===== src/rtl/inst_cache.sv =====
// Direct-mapped read-only instruction cache, one word per line.
// Refills from the backing memory bus on miss; fence.i flush; hit/miss counters.
module inst_cache #(
  parameter int INDEX_BITS = 6
) (
  input  logic        clk,
  input  logic        reset,
  input  logic [31:0] inst_mem_out_addr,
  input  logic        inst_mem_out_valid,
  output logic [31:0] inst_mem_out_data,
  output logic        inst_mem_out_ready,
  input  logic        flush,
  output logic [31:0] mem_addr,
  output logic        mem_valid,
  input  logic [31:0] mem_data,
  input  logic        mem_ready,
  output logic [31:0] hit_count,
  output logic [31:0] miss_count
);

  localparam int TAG_BITS = 32 - INDEX_BITS - 2;
  localparam int LINES = 1 << INDEX_BITS;

  typedef enum logic [1:0] {
    IDLE,
    LOOKUP,
    REFILL,
    RESPOND
  } state_t;

  state_t             state_q, state_d;
  logic [31:2]        addr_q, addr_d;
  logic [LINES-1:0]   valid_q, valid_d;
  logic [31:0]        data_q, data_d;
  logic [31:0]        maddr_q, maddr_d;
  logic [31:0]        hit_q, hit_d;
  logic [31:0]        miss_q, miss_d;
  logic               fpend_q, fpend_d;

  logic [31:0]         data_arr [LINES];
  logic [TAG_BITS-1:0] tag_arr [LINES];
  logic [31:0]         rd_data;
  logic [TAG_BITS-1:0] rd_tag;

  logic arr_re;
  logic arr_we;
  logic hit;
  logic unused;

  logic [INDEX_BITS-1:0] idx;
  logic [INDEX_BITS-1:0] rd_idx;
  logic [TAG_BITS-1:0]   tag;

  assign idx    = addr_q[INDEX_BITS+1:2];
  assign tag    = addr_q[31:INDEX_BITS+2];
  assign rd_idx = inst_mem_out_addr[INDEX_BITS+1:2];
  assign unused = ^inst_mem_out_addr[1:0];
  assign hit    = valid_q[idx] && (rd_tag == tag);

  assign inst_mem_out_data  = data_q;
  assign inst_mem_out_ready = (state_q == RESPOND);
  assign mem_addr   = maddr_q;
  assign mem_valid  = (state_q == REFILL);
  assign hit_count  = hit_q;
  assign miss_count = miss_q;

  // Line storage: synchronous read on accept, write on refill completion.
  always_ff @(posedge clk) begin
    if (arr_we) begin
      data_arr[idx] <= mem_data;
      tag_arr[idx]  <= tag;
    end
    if (arr_re) begin
      rd_data <= data_arr[rd_idx];
      rd_tag  <= tag_arr[rd_idx];
    end
  end

  // Control and status registers.
  always_ff @(posedge clk or negedge reset) begin
    if (!reset) begin
      state_q <= IDLE;
      addr_q  <= '0;
      valid_q <= '0;
      data_q  <= '0;
      maddr_q <= '0;
      hit_q   <= '0;
      miss_q  <= '0;
      fpend_q <= 1'b0;
    end else begin
      state_q <= state_d;
      addr_q  <= addr_d;
      valid_q <= valid_d;
      data_q  <= data_d;
      maddr_q <= maddr_d;
      hit_q   <= hit_d;
      miss_q  <= miss_d;
      fpend_q <= fpend_d;
    end
  end

  // Next-state logic; a flush outside IDLE is deferred until IDLE.
  always_comb begin
    state_d = state_q;
    addr_d  = addr_q;
    valid_d = valid_q;
    data_d  = data_q;
    maddr_d = maddr_q;
    hit_d   = hit_q;
    miss_d  = miss_q;
    fpend_d = fpend_q;
    arr_re  = 1'b0;
    arr_we  = 1'b0;
    if (flush && state_q != IDLE) begin
      fpend_d = 1'b1;
    end
    unique case (state_q)
      IDLE: begin
        if (flush || fpend_q) begin
          valid_d = '0;
          fpend_d = 1'b0;
        end else if (inst_mem_out_valid) begin
          addr_d  = inst_mem_out_addr[31:2];
          arr_re  = 1'b1;
          state_d = LOOKUP;
        end
      end
      LOOKUP: begin
        if (hit) begin
          data_d  = rd_data;
          hit_d   = hit_q + 32'd1;
          state_d = RESPOND;
        end else begin
          miss_d  = miss_q + 32'd1;
          maddr_d = {addr_q, 2'b00};
          state_d = REFILL;
        end
      end
      REFILL: begin
        if (mem_ready) begin
          arr_we       = 1'b1;
          valid_d[idx] = 1'b1;
          data_d       = mem_data;
          state_d      = RESPOND;
        end
      end
      RESPOND: begin
        state_d = IDLE;
      end
      default: begin
        state_d = IDLE;
      end
    endcase
  end

endmodule


===== config.mk =====
export PLATFORM = sky130hd
export DESIGN_NAME = inst_cache
export DESIGN_NICKNAME = d
export VERILOG_FILES = /design/src/rtl/inst_cache.sv
export SDC_FILE = /design/constraint.sdc
export NUM_CORES = 2
export LEC_CHECK = 0
export CAP_MARGIN = 20
export CORE_AREA = 3 3 523 525
export DETAILED_ROUTE_END_ITERATION = 7
export DIE_AREA = 0 0 526 528
export PLACE_DENSITY = 0.81
export SLEW_MARGIN = 10
export SYNTH_ARGS = -nofsm -noshare
export SYNTH_HDL_FRONTEND = slang
export SYNTH_SLANG_ARGS = --single-unit

===== constraint.sdc =====
create_clock -name clk -period 5.6 [get_ports clk]
set_input_delay 0.84 -clock clk [delete_from_list [all_inputs] [get_ports clk]]
set_output_delay 0.84 -clock clk [all_outputs]
set_load 0.05 [all_outputs]

**After elaboration in Yosys (flattened, before gate mapping)**

Memories as Yosys holds them, arrays and structs flattened. A register that Yosys moved wholly into a read port is not among the register bits.
Cells that the tools add are included.
W data, S select, Z words.

- RAM bits: 3584
- Output and inout port bits: 130
- Input bits: 69
- Register bits: 223
- Logic and storage cells: 65
- Memories kept: 2

Memory list:

| memory | depth | width | rd ports | clocked after memory_dff | wr ports | line | text |
|---|---|---|---|---|---|---|---|
| data_arr | 64 | 32 | 1 | 1 | 1 | 40 | `logic [31:0] data_arr [LINES];` |
| tag_arr | 64 | 24 | 1 | 1 | 1 | 41 | `logic [TAG_BITS-1:0] tag_arr [LINES];` |

- Equal/unequal tests: 9
- Add/subtract/negate cells: 2
- Bitwise operators: 3
- Reduce and logical (&&, ||, !) cells: 14
- Magnitude comparators: 2
- Mux-type cells: 25

Operator list:

| cell | number |
|---|---|
| $mux W64 | 2 |
| $pmux W64 S2 | 1 |
| $add A32 B1 Y32 const B | 2 |
| $mux W32 | 2 |
| $or A64 B64 Y64 | 1 |
| $pmux W32 S2 | 1 |
| $eq A24 B24 Y1 | 1 |
| $mux W1 | 13 |
| $reduce_and A3 Y1 | 4 |
| $ne A2 B2 Y1 const B | 4 |
| $pmux W2 S4 | 1 |
| $lt A6 B7 Y1 const B | 1 |
| $bmux W1 S6 | 1 |
| $demux W1 S6 | 1 |
| $ge A6 B1 Y1 const B | 1 |
| $mux W2 | 3 |
| $reduce_bool A2 Y1 | 3 |
| $eq A2 B2 Y1 const B | 2 |
| $reduce_and A2 Y1 | 2 |
| $logic_and A1 B1 Y1 | 3 |
| $eq A2 B1 Y1 const B | 1 |
| $logic_not A2 Y1 | 1 |
| $ne A2 B1 Y1 const B | 1 |
| $not A1 Y1 | 2 |
| $logic_or A1 B1 Y1 | 1 |

**Longest topological paths before layout**

- Depth in word-level cells: 7
- Gate-level depth with buffers: 12
- Gate-level depth less buffers: 8

**Least setup slack after synthesis**

Ideal clock, no wire load.

- Path kind: register to register
- Start: register state_q[0]
- End: memory data_arr[40][0], enable pin
- Data required time: 5130 ps
- Cell stages (with the launch flop): 8
- Path buffers: 2
- Period minus slack after synthesis: 4748 ps
- Data arrival time: 4278 ps
- Setup slack: 852 ps
- Library setup time: 470 ps
- Path through: dfrtp_1 > inv_1 > ha_1 > clkbuf_1 > and2_1 > clkbuf_1 > nand2_1 > nor2_1

- Cells in the longest elaborated chain, start to end: 4

Ends and longest elaborated chain:

| what | line | text |
|---|---|---|
| start: declaration | 31 | `state_t state_q, state_d;` |
| start signal: assignment | 91 | `state_q <= state_d;` |
| $eq A2 B2 Y1 | - |  |
| named net mem_valid | 14 | `output logic mem_valid,` |
| $mux W1 | 117 | `unique case (state_q)` |
| $mux W1 | 69 | `if (arr_we) begin` |
| $mux W1 (implied by the code) | 70 | `data_arr[idx] <= mem_data;` |
| end: declaration | 40 |  |

The timed path passes the listed nets, and every way through them passes these cells.

**Worst setup path in the final report**

- Start: register state_q[0]
- End: memory data_arr[7][18], enable pin

- Cells in the longest elaborated chain, start to end: 4

Ends and longest elaborated chain:

| what | line |
|---|---|
| $eq A2 B2 Y1 | 117 |
| $mux W1 | 117 |
| $mux W1 | 69 |
| $mux W1 (implied by the code) | 70 |

No other way between the ends.

==> flow_metrics.env <==
export IMPL_rsz0062_at_grt="no"
export IMPL_crit_fanout=37
export IMPL_path_cells="inv_1 -> ha_4 -> and2_1 -> nand2_1 -> nor2_4 -> buf_4"
export IMPL_finalClockSkew_ns=0.0860
export IMPL_core_area_sq_um=270000
export IMPL_root_buffer="clkbuf_16"
export IMPL_fp_dieH_um=528
export IMPL_die_outline_area_sq_um=278000
export IMPL_timing_max_slew_rel_slack_pct=14.5
export IMPL_h_tree_depth=5
export IMPL_fin_hold_ws_ns=0.154
export IMPL_overflow=0
export IMPL_synth_async_sr_flop_share_pct=5.77
export IMPL_path_clk_slew_ns=0.08
export IMPL_critical_path_arrival_ns=5.15
export IMPL_finalHoldViolCount=0
export IMPL_layout_common_cells="edfxtp_1, mux4_2, clkbuf_16"
export IMPL_clock_path_buffers=4
export IMPL_cts_setup_buffers=0
export IMPL_portBuffers=194
export IMPL_tritoncts="built"
export IMPL_die_x_um=526
export IMPL_grt_max_degree=115
export IMPL_syn_area_sq_um=148000
export IMPL_multi_input_area_sq_um=31900
export IMPL_syn2layout_area_growth_pct=14.3
export IMPL_synth_ff_latch_count=3863
export IMPL_mostFrequentLayoutCell="edfxtp_1"
export IMPL_synth_edf_count=3640
export IMPL_grt_pass1_vias=78200
export IMPL_grt_total_usage_pct=32.8
export IMPL_cts_resized=0
export IMPL_total_power_uw=69300
export IMPL_required_ns=6.19
export IMPL_drt_vias_per_instance=7.35
export IMPL_final_critical_path_setup_slack_ns=1.04
export IMPL_ctsHoldBuffers=1
export IMPL_placement_stage_worst_setup_slack_ns=1.35
export IMPL_drc=0
export IMPL_post_drt_wl_per_cell_um=43.4
export IMPL_final_min_clock_period_ns=4.56
export IMPL_timing_critical_path_slowest_cell_delay_ns=1.02
export IMPL_synthCells=6068
export IMPL_detailroute_via_count=77100
export IMPL_power_density_normalized_to_cell_area_nw_per_um2=411
export IMPL_yosysTopAreaCellShare_pct=74.1
export IMPL_final_nets=6669
export IMPL_boundaryPins=199
export IMPL_wire_length_of_the_first_global_routing_pass_um=630000
export IMPL_layout_worst_path_cycle_share_pct=81.4
export IMPL_synth_largest_area_cell="edfxtp_1"
export IMPL_tritoncts_num_sinks=3863
export IMPL_initial_core_util_pct=54.7
export IMPL_static_leakage_power_uw=0.0537
export IMPL_drt_iter0_drc=14800
export IMPL_outcome="finished clean"
export IMPL_post_route_cells_drive_above_1_share_pct=32.8
export IMPL_layout_area_seq_sq_um=115000
export IMPL_max_freq_mhz=219
export IMPL_finalWeightedCongestion=0.847
export IMPL_ys_types=47
export IMPL_detailed_place_hpwl_um=208000
export IMPL_antenna_violations_before_repair=25
export IMPL_hold_path_class="primary input to flop"
export IMPL_setup_violations_final=0
export IMPL_synth_yosys_seq_area_share_pct=77.8
export IMPL_n_fill_cell=16100
export IMPL_path_class="flop to flop"
export IMPL_drt_pass1_iter_count=6
export IMPL_worst_slew_pin_slew_ns=1.28
export IMPL_floorplan_rows=191
export IMPL_drt_wirelength_um=455000
export IMPL_yosys_warnings=0
export IMPL_setup_worst_path_start_class="flop"
export IMPL_worstSetupEndpointType="flop"
export IMPL_clkLatencyLatePin_ns=1.03
export IMPL_drtAntennaViolNets=0
export IMPL_cpMaxStageDelayCell="nor2_4"
export IMPL_report_final_slew_viol_count=0
export IMPL_area_contributors_post_synth="edfxtp_1, mux4_2, dfrtp_1"
export IMPL_timing_max_cap_violations=0
export IMPL_timing_setup_tns_ns=0
export IMPL_synth_main_ff_cell="edfxtp_1"
export IMPL_vdd_ir_drop_worst_mv=0.335
export IMPL_cts_inserted_buffers=383
export IMPL_syn_area_per_cell_sq_um=24.3
==> kinds of logic (layout without fill, tap and decap cells) <==
logic type      Yosys count  after routing  share of synthesized area (%)
compound gates          103            103                          0.401
xor+xnor                 86             86                          0.510
other cells               1             15                        0.00254
simple gates            336            336                           1.14
mux                    1345           1345                           19.1
fa+ha+maj                 6              6                         0.0509
buf+inv                 328           1153                          0.938
flops                  3863           3863                           77.8
==> power by group <==
group / internal (uW) / leakage (uW) / switching, uW
logic: 2530 / 0.0119 / 5650
registers: 34000 / 0.0357 / 694
clock network: 15000 / 0.00613 / 11500
total: 51500 / 0.0537 / 17800
==> metal layers <==
layer	up-vias	part of all wire (%)	global-route usage [%]
met4	24	6.9	19.6
met3	1847	15	9.69
met1	39700	30	41.0
met2	8389	48	51.5
met5	-	0.044	0.139
li1	27100	-	-
==> state kept, by name, summed over array words and instances, names as in the netlist <==
register,count
miss_count,32
data_arr,2048
valid_q,64
fpend_q,1
tag_arr,1536
inst_mem_out_data,32
rd_tag,24
state_q,2
addr_q,30
hit_count,32
mem_addr,30
rd_data,32
==> metrics by stage <==
| step | instances | area [sq um] | util, % |
|---|---|---|---|
| 3_3_place_gp | 9759 | 156000 | 57.8 |
| 3_5_place_dp | 9761 | 156000 | 57.8 |
| 4_1_cts | 10400 | 168000 | 62.4 |
| 2_1_floorplan | 6069 | 148000 | - |
| 6_report | 10500 | 169000 | 62.5 |
| 5_1_grt | 10500 | 169000 | 62.5 |
==> cell usage after synthesis (30+ instances only) <==
cell and n:
a21oi_1 70, buf_2 93, clkbuf_1 196, dfrtp_1 223, edfxtp_1 3640, mux2_2 127
mux2i_1 39, mux4_2 1166, nand2_1 44, nand3_1 30, nor2_1 150, xnor2_1 30
xor2_1 56
==> final timing paths <==
path / from / end / cells after the start / slack (ns)
worst max-delay path: state_q[0] / data_arr[7][18] / 6 / 1.04
worst min-delay path: mem_data[1] / data_arr[6][1] / 1 / 0.15
worst max register to register: state_q[0] / data_arr[7][18] / 6 / 1.04
worst min register to register: hit_count[31] / hit_count[31] / 1 / 0.48
max in group asynchronous: reset / addr_q[23] / 3 / 3.75
min in group asynchronous: reset / miss_count[13] / 2 / 0.49
==> worst max-delay path: cells and delay by family, from the launching register on <==
family | cells | cell delay, ns
flops | 1 | 0.41
fa+ha+maj | 1 | 0.77
simple gates | 3 | 2.10
buf+inv | 2 | 0.73
==> cell type report <==
type / instances / area share, %
Sequential cell: 3863 / 68.1
Multi-Input combinational cell: 1878 / 18.9
Clock buffer: 456 / 6.03
Timing Repair Buffer: 461 / 2.95
Tap cell: 3570 / 2.65
Clock inverter: 229 / 1.37
Antenna cell: 13 / 0.0193
Inverter: 7 / 0.0156
Power figures use the tool's default switching activity.
